===== src/rtl/cpu_pkg.sv =====
// Shared CPU definitions: opcodes, sequencer step codes, control-strobe bit
// positions and the control-word payload passed from step_decoder to the top.
package cpu_pkg;

  localparam int unsigned OPW   = 5;
  localparam int unsigned STEPW = 4;
  localparam int unsigned DRVW  = 9;
  localparam int unsigned LDW   = 11;
  localparam int unsigned GSELW = 4;

  // Opcodes (IR[31:27])
  localparam logic [OPW-1:0] OP_LD   = 5'd0;
  localparam logic [OPW-1:0] OP_LDI  = 5'd1;
  localparam logic [OPW-1:0] OP_ST   = 5'd2;
  localparam logic [OPW-1:0] OP_ADD  = 5'd3;
  localparam logic [OPW-1:0] OP_SUB  = 5'd4;
  localparam logic [OPW-1:0] OP_AND  = 5'd5;
  localparam logic [OPW-1:0] OP_OR   = 5'd6;
  localparam logic [OPW-1:0] OP_SHR  = 5'd7;
  localparam logic [OPW-1:0] OP_SHRA = 5'd8;
  localparam logic [OPW-1:0] OP_SHL  = 5'd9;
  localparam logic [OPW-1:0] OP_ROR  = 5'd10;
  localparam logic [OPW-1:0] OP_ROL  = 5'd11;
  localparam logic [OPW-1:0] OP_ADDI = 5'd12;
  localparam logic [OPW-1:0] OP_ANDI = 5'd13;
  localparam logic [OPW-1:0] OP_ORI  = 5'd14;
  localparam logic [OPW-1:0] OP_MUL  = 5'd15;
  localparam logic [OPW-1:0] OP_DIV  = 5'd16;
  localparam logic [OPW-1:0] OP_NEG  = 5'd17;
  localparam logic [OPW-1:0] OP_NOT  = 5'd18;
  localparam logic [OPW-1:0] OP_BR   = 5'd19;
  localparam logic [OPW-1:0] OP_JR   = 5'd20;
  localparam logic [OPW-1:0] OP_JAL  = 5'd21;
  localparam logic [OPW-1:0] OP_IN   = 5'd22;
  localparam logic [OPW-1:0] OP_OUT  = 5'd23;
  localparam logic [OPW-1:0] OP_MFHI = 5'd24;
  localparam logic [OPW-1:0] OP_MFLO = 5'd25;
  localparam logic [OPW-1:0] OP_NOP  = 5'd26;
  localparam logic [OPW-1:0] OP_HALT = 5'd27;

  // Sequencer steps
  localparam logic [STEPW-1:0] ST_T0       = 4'd0;
  localparam logic [STEPW-1:0] ST_T1       = 4'd1;
  localparam logic [STEPW-1:0] ST_T2       = 4'd2;
  localparam logic [STEPW-1:0] ST_T3       = 4'd3;
  localparam logic [STEPW-1:0] ST_T4       = 4'd4;
  localparam logic [STEPW-1:0] ST_T5       = 4'd5;
  localparam logic [STEPW-1:0] ST_T6       = 4'd6;
  localparam logic [STEPW-1:0] ST_T7       = 4'd7;
  localparam logic [STEPW-1:0] ST_DIV_WAIT = 4'd8;
  localparam logic [STEPW-1:0] ST_HALT     = 4'd9;

  // drv_en bit positions
  localparam int unsigned DRV_R_OUT   = 8;
  localparam int unsigned DRV_C_OUT   = 7;
  localparam int unsigned DRV_IN_OUT  = 6;
  localparam int unsigned DRV_MDR_OUT = 5;
  localparam int unsigned DRV_PC_OUT  = 4;
  localparam int unsigned DRV_ZLO_OUT = 3;
  localparam int unsigned DRV_ZHI_OUT = 2;
  localparam int unsigned DRV_LO_OUT  = 1;
  localparam int unsigned DRV_HI_OUT  = 0;

  // ld_en bit positions
  localparam int unsigned LD_RIN    = 10;
  localparam int unsigned LD_MDR_RD = 9;
  localparam int unsigned LD_MAR_RD = 8;
  localparam int unsigned LD_HI_RD  = 7;
  localparam int unsigned LD_LO_RD  = 6;
  localparam int unsigned LD_ZHI_RD = 5;
  localparam int unsigned LD_ZLO_RD = 4;
  localparam int unsigned LD_PC_RD  = 3;
  localparam int unsigned LD_OUT_RD = 2;
  localparam int unsigned LD_Y_RD   = 1;
  localparam int unsigned LD_IR_RD  = 0;

  // gsel bit positions
  localparam int unsigned G_GRA   = 3;
  localparam int unsigned G_GRB   = 2;
  localparam int unsigned G_GRC   = 1;
  localparam int unsigned G_BAOUT = 0;

  typedef struct packed {
    logic [DRVW-1:0]  drv;
    logic [LDW-1:0]   ld;
    logic [GSELW-1:0] gsel;
    logic [OPW-1:0]   op_sel;
    logic             inc_pc;
    logic             read;
    logic             write;
    logic             con_in;
    logic             reset_div;
    logic             illegal_op;
  } ctrl_t;

  // Three-register ALU instructions add..rol
  function automatic logic is_rtype(input logic [OPW-1:0] op);
    return (op >= OP_ADD) && (op <= OP_ROL);
  endfunction

  // ALU operation used by the immediate forms
  function automatic logic [OPW-1:0] imm_alu_op(input logic [OPW-1:0] op);
    logic [OPW-1:0] res;
    case (op)
      OP_ANDI: res = OP_AND;
      OP_ORI:  res = OP_OR;
      default: res = OP_ADD;
    endcase
    return res;
  endfunction

  // Last execute step of each instruction; everything not listed ends in T3
  function automatic logic [STEPW-1:0] final_step(input logic [OPW-1:0] op);
    logic [STEPW-1:0] res;
    if (is_rtype(op)) begin
      res = ST_T5;
    end else begin
      case (op)
        OP_ADDI, OP_ANDI, OP_ORI, OP_LDI: res = ST_T5;
        OP_NEG, OP_NOT, OP_JAL:           res = ST_T4;
        OP_MUL, OP_DIV, OP_BR:            res = ST_T6;
        OP_LD, OP_ST:                     res = ST_T7;
        default:                          res = ST_T3;
      endcase
    end
    return res;
  endfunction

endpackage


===== src/rtl/control_sequencer_step_decoder.sv =====
// step_decoder: combinational map from (step, opcode, CON_output,
// calc_finished) to the full datapath control word.
// Ports:
//   state         in  current sequencer step
//   opcode        in  IR opcode
//   con_output    in  branch-condition flag
//   calc_finished in  divider done
//   ctrl          out control word (drivers, loads, selects, op_sel, strobes)
module step_decoder
  import cpu_pkg::*;
(
  input  logic [STEPW-1:0] state,
  input  logic [OPW-1:0]   opcode,
  input  logic             con_output,
  input  logic             calc_finished,
  output ctrl_t            ctrl
);

  always_comb begin
    ctrl = '0;
    case (state)
      ST_T0: begin
        ctrl.drv[DRV_PC_OUT] = 1'b1;
        ctrl.ld[LD_MAR_RD]   = 1'b1;
        ctrl.inc_pc          = 1'b1;
      end
      ST_T1: begin
        ctrl.read           = 1'b1;
        ctrl.ld[LD_MDR_RD]  = 1'b1;
      end
      ST_T2: begin
        ctrl.drv[DRV_MDR_OUT] = 1'b1;
        ctrl.ld[LD_IR_RD]     = 1'b1;
      end

      ST_T3: begin
        if (is_rtype(opcode)) begin
          ctrl.drv[DRV_R_OUT] = 1'b1;
          ctrl.gsel[G_GRB]    = 1'b1;
          ctrl.ld[LD_Y_RD]    = 1'b1;
        end else begin
          case (opcode)
            OP_ADDI, OP_ANDI, OP_ORI: begin
              ctrl.drv[DRV_R_OUT] = 1'b1;
              ctrl.gsel[G_GRB]    = 1'b1;
              ctrl.ld[LD_Y_RD]    = 1'b1;
            end
            OP_LD, OP_LDI, OP_ST: begin
              ctrl.drv[DRV_R_OUT]  = 1'b1;
              ctrl.gsel[G_GRB]     = 1'b1;
              ctrl.gsel[G_BAOUT]   = 1'b1;
              ctrl.ld[LD_Y_RD]     = 1'b1;
            end
            OP_MUL, OP_DIV: begin
              ctrl.drv[DRV_R_OUT] = 1'b1;
              ctrl.gsel[G_GRA]    = 1'b1;
              ctrl.ld[LD_Y_RD]    = 1'b1;
            end
            OP_NEG, OP_NOT: begin
              ctrl.drv[DRV_R_OUT] = 1'b1;
              ctrl.gsel[G_GRB]    = 1'b1;
              ctrl.op_sel         = opcode;
              ctrl.ld[LD_ZLO_RD]  = 1'b1;
            end
            OP_BR: begin
              ctrl.drv[DRV_R_OUT] = 1'b1;
              ctrl.gsel[G_GRA]    = 1'b1;
              ctrl.con_in         = 1'b1;
            end
            OP_JR: begin
              ctrl.drv[DRV_R_OUT] = 1'b1;
              ctrl.gsel[G_GRA]    = 1'b1;
              ctrl.ld[LD_PC_RD]   = 1'b1;
            end
            // Link register is addressed through the rb field
            OP_JAL: begin
              ctrl.drv[DRV_PC_OUT] = 1'b1;
              ctrl.gsel[G_GRB]     = 1'b1;
              ctrl.ld[LD_RIN]      = 1'b1;
            end
            OP_IN: begin
              ctrl.drv[DRV_IN_OUT] = 1'b1;
              ctrl.gsel[G_GRA]     = 1'b1;
              ctrl.ld[LD_RIN]      = 1'b1;
            end
            OP_OUT: begin
              ctrl.drv[DRV_R_OUT] = 1'b1;
              ctrl.gsel[G_GRA]    = 1'b1;
              ctrl.ld[LD_OUT_RD]  = 1'b1;
            end
            OP_MFHI: begin
              ctrl.drv[DRV_HI_OUT] = 1'b1;
              ctrl.gsel[G_GRA]     = 1'b1;
              ctrl.ld[LD_RIN]      = 1'b1;
            end
            OP_MFLO: begin
              ctrl.drv[DRV_LO_OUT] = 1'b1;
              ctrl.gsel[G_GRA]     = 1'b1;
              ctrl.ld[LD_RIN]      = 1'b1;
            end
            OP_NOP, OP_HALT: begin
            end
            default: ctrl.illegal_op = (opcode > OP_HALT);
          endcase
        end
      end

      ST_T4: begin
        if (is_rtype(opcode)) begin
          ctrl.drv[DRV_R_OUT] = 1'b1;
          ctrl.gsel[G_GRC]    = 1'b1;
          ctrl.op_sel         = opcode;
          ctrl.ld[LD_ZLO_RD]  = 1'b1;
        end else begin
          case (opcode)
            OP_ADDI, OP_ANDI, OP_ORI, OP_LD, OP_LDI, OP_ST: begin
              ctrl.drv[DRV_C_OUT] = 1'b1;
              ctrl.op_sel         = imm_alu_op(opcode);
              ctrl.ld[LD_ZLO_RD]  = 1'b1;
            end
            OP_NEG, OP_NOT: begin
              ctrl.drv[DRV_ZLO_OUT] = 1'b1;
              ctrl.gsel[G_GRA]      = 1'b1;
              ctrl.ld[LD_RIN]       = 1'b1;
            end
            OP_MUL: begin
              ctrl.drv[DRV_R_OUT] = 1'b1;
              ctrl.gsel[G_GRB]    = 1'b1;
              ctrl.op_sel         = opcode;
              ctrl.ld[LD_ZHI_RD]  = 1'b1;
              ctrl.ld[LD_ZLO_RD]  = 1'b1;
            end
            // Divider is started here; done is not looked at until DIV_WAIT
            OP_DIV: begin
              ctrl.drv[DRV_R_OUT] = 1'b1;
              ctrl.gsel[G_GRB]    = 1'b1;
              ctrl.op_sel         = opcode;
              ctrl.reset_div      = 1'b1;
            end
            OP_BR: begin
              ctrl.drv[DRV_PC_OUT] = 1'b1;
              ctrl.ld[LD_Y_RD]     = 1'b1;
            end
            OP_JAL: begin
              ctrl.drv[DRV_R_OUT] = 1'b1;
              ctrl.gsel[G_GRA]    = 1'b1;
              ctrl.ld[LD_PC_RD]   = 1'b1;
            end
            default: begin
            end
          endcase
        end
      end

      // Operands held on the bus until the divider reports completion
      ST_DIV_WAIT: begin
        ctrl.drv[DRV_R_OUT] = 1'b1;
        ctrl.gsel[G_GRB]    = 1'b1;
        ctrl.op_sel         = opcode;
        ctrl.ld[LD_ZHI_RD]  = calc_finished;
        ctrl.ld[LD_ZLO_RD]  = calc_finished;
      end

      ST_T5: begin
        if (is_rtype(opcode)) begin
          ctrl.drv[DRV_ZLO_OUT] = 1'b1;
          ctrl.gsel[G_GRA]      = 1'b1;
          ctrl.ld[LD_RIN]       = 1'b1;
        end else begin
          case (opcode)
            OP_ADDI, OP_ANDI, OP_ORI, OP_LDI: begin
              ctrl.drv[DRV_ZLO_OUT] = 1'b1;
              ctrl.gsel[G_GRA]      = 1'b1;
              ctrl.ld[LD_RIN]       = 1'b1;
            end
            OP_MUL, OP_DIV: begin
              ctrl.drv[DRV_ZLO_OUT] = 1'b1;
              ctrl.ld[LD_LO_RD]     = 1'b1;
            end
            OP_LD, OP_ST: begin
              ctrl.drv[DRV_ZLO_OUT] = 1'b1;
              ctrl.ld[LD_MAR_RD]    = 1'b1;
            end
            OP_BR: begin
              ctrl.drv[DRV_C_OUT] = 1'b1;
              ctrl.op_sel         = OP_ADD;
              ctrl.ld[LD_ZLO_RD]  = 1'b1;
            end
            default: begin
            end
          endcase
        end
      end

      ST_T6: begin
        case (opcode)
          OP_MUL, OP_DIV: begin
            ctrl.drv[DRV_ZHI_OUT] = 1'b1;
            ctrl.ld[LD_HI_RD]     = 1'b1;
          end
          OP_LD: begin
            ctrl.read          = 1'b1;
            ctrl.ld[LD_MDR_RD] = 1'b1;
          end
          // Store data enters MDR from the bus, not from memory
          OP_ST: begin
            ctrl.drv[DRV_R_OUT] = 1'b1;
            ctrl.gsel[G_GRA]    = 1'b1;
            ctrl.ld[LD_MDR_RD]  = 1'b1;
          end
          OP_BR: begin
            ctrl.drv[DRV_ZLO_OUT] = con_output;
            ctrl.ld[LD_PC_RD]     = con_output;
          end
          default: begin
          end
        endcase
      end

      ST_T7: begin
        case (opcode)
          OP_LD: begin
            ctrl.drv[DRV_MDR_OUT] = 1'b1;
            ctrl.gsel[G_GRA]      = 1'b1;
            ctrl.ld[LD_RIN]       = 1'b1;
          end
          OP_ST:   ctrl.write = 1'b1;
          default: begin
          end
        endcase
      end

      default: begin
      end
    endcase
  end

endmodule


===== src/rtl/control_sequencer.sv =====
// control_sequencer: hardwired fetch/decode/execute control unit.
// Holds the step register and next-step logic; step_decoder turns the
// current step and opcode into the control word.
// Ports:
//   clk, clr                        clock, synchronous active-high reset
//   ir_opcode, CON_output,
//   calc_finished                   opcode, branch flag, divider done
//   drv_en, ld_en, gsel, op_sel     bus drivers, loads, register selects, ALU op
//   IncPC, Read, Write, CONin,
//   reset_div                       datapath strobes
//   run, illegal_op                 executing flag, undefined-opcode pulse
module control_sequencer
  import cpu_pkg::*;
(
  input  logic             clk,
  input  logic             clr,
  input  logic [OPW-1:0]   ir_opcode,
  input  logic             CON_output,
  input  logic             calc_finished,
  output logic [DRVW-1:0]  drv_en,
  output logic [LDW-1:0]   ld_en,
  output logic [GSELW-1:0] gsel,
  output logic [OPW-1:0]   op_sel,
  output logic             IncPC,
  output logic             Read,
  output logic             Write,
  output logic             CONin,
  output logic             reset_div,
  output logic             run,
  output logic             illegal_op
);

  logic [STEPW-1:0] state;
  logic [STEPW-1:0] state_next;
  ctrl_t            ctrl;
  ctrl_t            ctrl_out;

  // Step register
  always_ff @(posedge clk) begin
    if (clr) state <= ST_T0;
    else     state <= state_next;
  end

  // Next step: fetch is fixed, execute ends at the opcode's final step
  always_comb begin
    state_next = state;
    case (state)
      ST_T0: state_next = ST_T1;
      ST_T1: state_next = ST_T2;
      ST_T2: state_next = ST_T3;
      ST_T3, ST_T4, ST_T5, ST_T6, ST_T7: begin
        if ((state == ST_T3) && (ir_opcode == OP_HALT))
          state_next = ST_HALT;
        else if ((state == ST_T4) && (ir_opcode == OP_DIV))
          state_next = ST_DIV_WAIT;
        else if (state >= final_step(ir_opcode))
          state_next = ST_T0;
        else
          state_next = STEPW'(state + 1'b1);
      end
      ST_DIV_WAIT: if (calc_finished) state_next = ST_T5;
      ST_HALT:     state_next = ST_HALT;
      default:     state_next = ST_T0;
    endcase
  end

  step_decoder u_step_decoder (
    .state         (state),
    .opcode        (ir_opcode),
    .con_output    (CON_output),
    .calc_finished (calc_finished),
    .ctrl          (ctrl)
  );

  // Everything is forced quiet while clr is held, so nothing fires in the
  // reset cycle even if the register still holds a stale execute step
  assign ctrl_out   = clr ? '0 : ctrl;
  assign drv_en     = ctrl_out.drv;
  assign ld_en      = ctrl_out.ld;
  assign gsel       = ctrl_out.gsel;
  assign op_sel     = ctrl_out.op_sel;
  assign IncPC      = ctrl_out.inc_pc;
  assign Read       = ctrl_out.read;
  assign Write      = ctrl_out.write;
  assign CONin      = ctrl_out.con_in;
  assign reset_div  = ctrl_out.reset_div;
  assign illegal_op = ctrl_out.illegal_op;
  assign run        = !clr && (state != ST_HALT);

endmodule

===== config.mk =====
export PLATFORM = sky130hd
export DESIGN_NAME = control_sequencer
export DESIGN_NICKNAME = d
export VERILOG_FILES = /design/src/rtl/cpu_pkg.sv /design/src/rtl/control_sequencer_step_decoder.sv /design/src/rtl/control_sequencer.sv
export SDC_FILE = /design/constraint.sdc
export NUM_CORES = 1
export LEC_CHECK = 0
export ABC_AREA = 0
export BUFFER_PORTS_ARGS = -buffer_cell sky130_fd_sc_hd__buf_2
export CAP_MARGIN = 30
export CORE_ASPECT_RATIO = 0.5
export CORE_MARGIN = 2
export CORE_UTILIZATION = 35
export DETAILED_ROUTE_END_ITERATION = 6
export GPL_TIMING_DRIVEN = 0
export SKIP_CTS_REPAIR_TIMING = 1
export SLEW_MARGIN = 10
export SYNTH_ARGS = -nofsm -noshare
export SYNTH_HDL_FRONTEND = slang
export SYNTH_HIERARCHICAL = 1
export SYNTH_SLANG_ARGS = --single-unit

===== constraint.sdc =====
create_clock -name clk -period 2.9 [get_ports clk]
set_clock_uncertainty 0.05 [all_clocks]
set_input_delay 0.725 -clock clk [delete_from_list [all_inputs] [get_ports clk]]
set_output_delay 0.725 -clock clk [all_outputs]
set_load 0.02 [all_outputs]

# Word level (Yosys, flattened, before mapping)
# Memories as Yosys holds them, arrays and structs flattened.
# Index checks and enable logic that the tools add are counted.
# op_classes
addsub	1
n_mul	0
n_div	0
magnitude_cmp	4
eq_ne	29
n_shift	0
mux	95
bitwise	0
reduce_logical	23
# op_table
cell	count
$eq A5 B5 Y1 const B	12
$mux W1	57
$mux W35	1
$mux W4	8
$pmux W4 S6	1
$eq A5 B4 Y1 const B	4
$pmux W5 S4	1
$reduce_or A19 Y1	1
$eq A4 B3 Y1 const B	4
$reduce_or A8 Y1	2
$mux W5	3
$pmux W1 S2	7
$reduce_or A13 Y1	1
$pmux W1 S3	4
$pmux W1 S4	3
$pmux W5 S2	1
$reduce_or A3 Y1	3
$reduce_or A9 Y1	1
$eq A4 B2 Y1 const B	2
$eq A4 B4 Y1 const B	2
$mux W2	4
$reduce_or A4 Y1	2
$reduce_or A7 Y1	1
$mux W3	2
20 further kinds	25
# word_totals
reg_bits	4
latchBits	0
ram_bits	0
romBits	96
elab_cells	154
memories	1
# mem_list
name	depth	word_bits	read_ports	rd_ports_with_merged_regs	write_ports	line_no	source
(name not given)	32	3	1	0	0	cpu_pkg.sv:118	case (op)

# Longest topological paths before layout
# Gate-level depths: netlist of the first run.
# depth
word_depth	11
mapped_depth	11
depth_no_buf	11

# By module
# Netlist of the first run, hierarchy kept.
# modules_own_cells
mod	instances	cells_each	area_each_um2	seq_area_each_um2
step_decoder	1	152	932.1	0.0
control_sequencer	1	120	915.9	80.1

# Least setup slack after synthesis of the first run
# Ideal clock, no wire load.
# synth_path
path_type	input to output
from	input port ir_opcode[0]
to	output port gsel[3]
t_arrival_ns	2.135
path_slack_ns	-0.010
stages	6
n_path_buf	1
path_cell_list	buf_2 -> or4_1 -> nor4_1 -> a211oi_1 -> o211ai_1 -> nor2b_1
# synth_rtl
element	line_no	source
start: declaration	control_sequencer.sv:17	input logic [OPW-1:0] ir_opcode,
end: declaration	control_sequencer.sv:22	output logic [GSELW-1:0] gsel,

==> impl_metrics.py, run 1 <==
metrics = {
    "placement": {
        "placed_cells": 386,
        "io_buffers": 44,
        "gp_congestion": 0.8774,
        "post_dp_cell_area_um2": 2161,
        "dpl.hpwl_um": 4455,
    },
    "logic_synthesis": {
        "synth_seq_cells": 4,
        "synth_ff_type": "dfxtp_1",
        "synthesis.nets": 292,
        "synthDistinctLibCells": 70,
        "yosys_warnings": 6,
        "syn_area_um2": 1848,
        "avgSynthCellArea_um2": 6.794,
        "synthArstFlopShare": 0,
        "syn_inst": 272,
        "ys_seq_area_frac": 0.04333,
        "synth_edf_count": 0,
    },
    "timing": {
        "finalMaxSlewViolations": 0,
        "setup_viol": 4,
        "rsz0062_at_grt": "true",
        "worstMarginPinSlew_ns": 0.5515,
        "fmax_mhz": 329.1,
        "holdWs_ns": 0.7222,
        "fin_crit_sh": 1.048,
        "period_needed_ns": 3.039,
        "slew_headroom": 0.6323,
        "setup_ws_ns": -0.1385,
        "hold_violations": 0,
    },
    "cells_and_area": {
        "finalNetCount": 356,
        "diodes": 0,
        "final_common_cell": "nor2b_1",
        "fin_cells": 404,
        "largest_reg_flops": 4,
        "syn2layout_area_growth_pct": 46.45,
        "area.sequential_um2": 90.09,
        "n_fill_cell": 493,
        "layout_common_cells": "nor2b_1, buf_2, nor2_1, buf_4, nand2_1",
        "fin_area_um2": 2706,
        "layout-drive-gt1-share": 0.3922,
        "reg_top3": "state (4)",
        "top_register": "state",
        "multi_input_area_um2": 1817,
    },
    "drt": {
        "drtIter0Drc": 128,
        "dr.pass1.iters": 4,
        "viasPerCell": 5.824,
        "wl_um": 6466,
        "wl_per_cell_um": 16.00,
        "vias": 2353,
        "drcViolationCount": 0,
        "ant_nets": 0,
    },
    "power_and_ir_drop": {
        "total_power_mw": 1.044,
        "p_leak_nw": 1.140,
        "powerDensity_nw_per_um2": 385.8,
        "max-vdd-ir-drop_mv": 0.2830,
    },
    "worst_hold_path": {
        "hold_class": "reg2reg",
    },
    "setup_path": {
        "end_kind": "output pin",
        "start_kind": "primary input",
        "critical_path_class": "in2out",
        "critPathMaxFanout": 7,
        "cp.required_ns": 2.12,
        "crit_arrival_ns": 2.26,
    },
    "global_route": {
        "antenna_found_initial": 0,
        "grt_max_degree": 17,
        "grt-ovfl-total": 0,
        "grt_pass1_vias": 1998,
        "track_usage": 0.1938,
        "grt_pass1_wl_um": 9632,
    },
    "die": {
        "core_um2": 5000,
        "die_area_um2": 5912,
        "floorplan.initialDensity": 0.3696,
        "rows": 18,
        "io_pins": 45,
        "dieHeight_um": 55.38,
        "die_w_um": 106.8,
    },
    "clocking": {
        "insertion_delay_ns": 0.21,
        "cts_buffers": 3,
        "clockBufferDepth": 2,
        "clk_pin_slew_ns": 0.03,
        "cts_tree": "done",
        "cts.sinks": 4,
        "cts_root_buf": "clkbuf_8",
        "htreeDepth": 1,
    },
    "status": {
        "violations": "setup timing",
        "status": "complete, but fails checks",
    },
    "flow_run": {
        "maxCapViolations": 0,
    },
}
layout make-up:
class	count	share of cell area
multi-input combinational	230	0.6713
timing repair buffer	60	0.1581
buffer	23	0.06750
tap	70	0.03236
inverter	14	0.02219
clock buffer	3	0.01526
sequential	4	0.03329
logic make-up after synthesis:
family,after synthesis,synth area share
AND/OR/NAND/NOR,149,0.4929
flip-flops,4,0.04333
AO/OA/AOI/OAI,67,0.2810
adder cells (fa/ha/maj),11,0.07447
buffers and inverters,38,0.09275
multiplexers,2,0.01083
XOR/XNOR,1,0.004740
cell usage after synthesis, drive strengths merged (2+ instances only):
master,number,area share
a211oi,2,0.0081
a21oi,7,0.019
a221o,2,0.011
a221oi,2,0.0095
a22o,2,0.0095
a31oi,5,0.017
and2,3,0.010
and3,5,0.017
buf,14,0.044
clkbuf,10,0.020
dfxtp,4,0.043
ha,11,0.074
inv,14,0.028
mux2i,2,0.011
nand2,16,0.032
nand2b,9,0.035
nand3,9,0.024
nand4bb,2,0.012
nor2,30,0.070
nor2b,41,0.14
nor3,9,0.024
nor3b,3,0.012
nor4,5,0.028
nor4b,3,0.021
nor4bb,3,0.016
o211ai,4,0.016
o21a,3,0.012
o21ai,11,0.032
o21bai,2,0.0081
o221ai,2,0.0095
o22ai,3,0.010
o31ai,3,0.012
o41ai,3,0.014
or3b,2,0.0095
stage by stage:
stage	utilization	TNS, ns	setup slack (ns)
floorplan	-	0	0.01976
CTS	0.4404	-4.522	-0.3726
global route	0.5413	-0.6800	-0.1838
global placement	0.4322	-4.445	-0.3841
finish	0.5413	-0.2932	-0.1385
detailed placement	0.4322	-4.923	-0.3828
metal layers:
layer,vias up,wire (um),GRT usage
met4,0,52,0.03154
met2,98,3065,0.3112
met3,10,493,0.01889
li1,1126,-,-
met1,1119,2854,0.2839
met5,-,0,0
where the power goes:
group,switching [mW],internal [mW]
sequential,0.0473,0.0771
combinational,0.452,0.353
clock,0.0259,0.0882
total,0.526,0.518
path summary, 6_finish.rpt:
| kind | start | to | slack, ns | cells past startpoint |
|---|---|---|---|---|
| worst max register to register | state[1]$_SDFFE_PP0P_ | state[2]$_SDFFE_PP0P_ | 0.93 | 6 |
| worst min register to register | state[1]$_SDFFE_PP0P_ | state[1]$_SDFFE_PP0P_ | 0.72 | 3 |
| worst min-delay path | state[1]$_SDFFE_PP0P_ | state[1]$_SDFFE_PP0P_ | 0.72 | 3 |
| worst max-delay path | ir_opcode[4] | gsel[3] | -0.14 | 8 |
critical path, cell delays in order:
cell,delay (ns)
buf_8,0.10
buf_6,0.12
or4_4,0.52
nor4_4,0.28
a211oi_2,0.09
o211ai_1,0.12
nor2b_2,0.18
buf_6,0.13
(Power assumes the default switching activity.)
==> run 2: changes to the inputs <==
Settings changed: CORE_UTILIZATION 35 to 40, PLACE_DENSITY set to 0.65, SKIP_CTS_REPAIR_TIMING 1 to not set.
==> impl_metrics.py, run 2 (synthesized netlist as in run 1, its figures left out) <==
metrics = {
    "cells_and_area": {
        "reg_top3": "state (4)",
        "n_fill_cell": 411,
        "diodes": 0,
        "fin_cells": 389,
        "finalNetCount": 354,
        "syn2layout_area_growth_pct": 42.11,
        "top_register": "state",
        "layout-drive-gt1-share": 0.3855,
        "final_common_cell": "nor2b_1",
        "largest_reg_flops": 4,
        "fin_util": 0.5936,
        "layout_common_cells": "nor2b_1, buf_2, buf_4, nor2_1, nand2_1",
        "fin_area_um2": 2626,
    },
    "placement": {
        "dpl.hpwl_um": 4281,
        "io_buffers": 44,
        "post_dp_cell_area_um2": 2145,
        "placed_cells": 373,
        "gp_congestion": 0.9358,
        "place_ws_ns": -0.3982,
    },
    "drt": {
        "vias": 2358,
        "wl_per_cell_um": 16.21,
        "ant_nets": 0,
        "drtIter0Drc": 144,
        "drcViolationCount": 0,
        "wl_um": 6307,
        "dr.pass1.iters": 5,
        "viasPerCell": 6.062,
    },
    "timing": {
        "fmax_mhz": 328.1,
        "period_needed_ns": 3.048,
        "setup_ws_ns": -0.1475,
        "setup_viol": 7,
        "hold_violations": 0,
        "fin_crit_sh": 1.051,
        "holdWs_ns": 0.6623,
        "finalMaxSlewViolations": 0,
        "slew_headroom": 0.5736,
        "worstMarginPinSlew_ns": 0.6347,
        "rsz0062_at_grt": "true",
    },
    "global_route": {
        "grt_max_degree": 17,
        "grt_pass1_wl_um": 9867,
        "grt_pass1_vias": 2085,
        "track_usage": 0.2347,
        "grt-ovfl-total": 0,
        "antenna_found_initial": 0,
    },
    "setup_path": {
        "end_kind": "output pin",
        "cp.required_ns": 2.12,
        "r2r_setup_slack_ns": 0.92,
        "critical_path_class": "in2out",
        "critPathMaxFanout": 8,
        "crit_arrival_ns": 2.27,
        "start_kind": "primary input",
    },
    "clocking": {
        "insertion_delay_ns": 0.22,
        "clockBufferDepth": 2,
        "clk_pin_slew_ns": 0.03,
        "cts.sinks": 4,
        "htreeDepth": 1,
        "cts_tree": "done",
        "cts_buffers": 3,
        "cts_hold_buf": 0,
        "cts_root_buf": "clkbuf_8",
    },
    "die": {
        "dieHeight_um": 52.07,
        "rows": 17,
        "die_w_um": 100.1,
        "io_pins": 45,
        "floorplan.initialDensity": 0.4177,
        "core_um2": 4424,
        "die_area_um2": 5213,
    },
    "status": {
        "violations": "setup timing",
        "status": "complete, but fails checks",
    },
    "flow_run": {
        "maxCapViolations": 0,
    },
    "power_and_ir_drop": {
        "p_leak_nw": 1.115,
        "max-vdd-ir-drop_mv": 0.3498,
        "powerDensity_nw_per_um2": 395.5,
    },
    "worst_hold_path": {
        "hold_class": "reg2reg",
    },
}
[run 2: cell types whose count changed in the layout (fill, tap and decap cells not counted), moves of 2 or more]
| cell | delta |
|---|---|
| buf_6 | -3 |
| clkbuf_4 | -3 |
| nor2b_2 | +2 |
| o21ai_1 | +4 |
| clkbuf_2 | +3 |
| o21ai_0 | -3 |
[run 2: worst max-delay path: stages]
cell	delay, ns
buf_12	0.11
buf_8	0.13
xnor2_2	0.26
and3b_2	0.28
a211oi_2	0.30
o211ai_1	0.15
nor2b_2	0.18
buf_6	0.15
[run 2: metrics by stage]
stage                     setup TNS, ns  power, mW
after floorplan                       0     0.6381
after global placement           -4.410     0.7807
after detailed placement         -4.837     0.8013
after CTS                       -0.2927     0.9783
after global routing             -1.549      1.130
final                           -0.3628      1.039
[run 2: final timing paths]
check	from	end	cells past startpoint
max	ir_opcode[0]	gsel[3]	8
min	state[2]$_SDFFE_PP0P_	state[0]$_SDFFE_PP0P_	2
max reg2reg	state[0]$_SDFFE_PP0P_	state[0]$_SDFFE_PP0P_	6
min reg2reg	state[2]$_SDFFE_PP0P_	state[0]$_SDFFE_PP0P_	2
[run 2: layout make-up]
class                   count  area, um^2  area share
plain buffers              23       176.4     0.06717
clock buffers               3       41.29     0.01572
inverters                  14       52.55     0.02001
multi-input cells         230        1785      0.6798
flip-flops and latches      4       90.09     0.03430
well taps                  57       71.32     0.02716
repair buffers             58       409.1      0.1558
[run 2: routing by layer]
metal / GRT usage / part of all wire / wire [um] / vias up
li1: - / - / - / 1125
met1: 0.3118 / 0.43 / 2734 / 1122
met4: 0.06164 / 0.014 / 91 / 0
met2: 0.4083 / 0.47 / 2994 / 103
met5: 0 / 0 / 0 / -
met3: 0.02688 / 0.077 / 486 / 8
[run 2: power breakdown]
part | switching, mW | internal (mW)
sequential | 0.0500 | 0.0771
combinational | 0.446 | 0.348
clock | 0.0286 | 0.0885
total | 0.525 | 0.514
[run 2: repair_timing]
item                                   in CTS  in global routing
gates resized for setup                    51                 50
buffers inserted                            7                  7
pin swaps                                   9                 13
endpoints found under the hold margin       0                  0
setup endpoints to repair                  27                 28
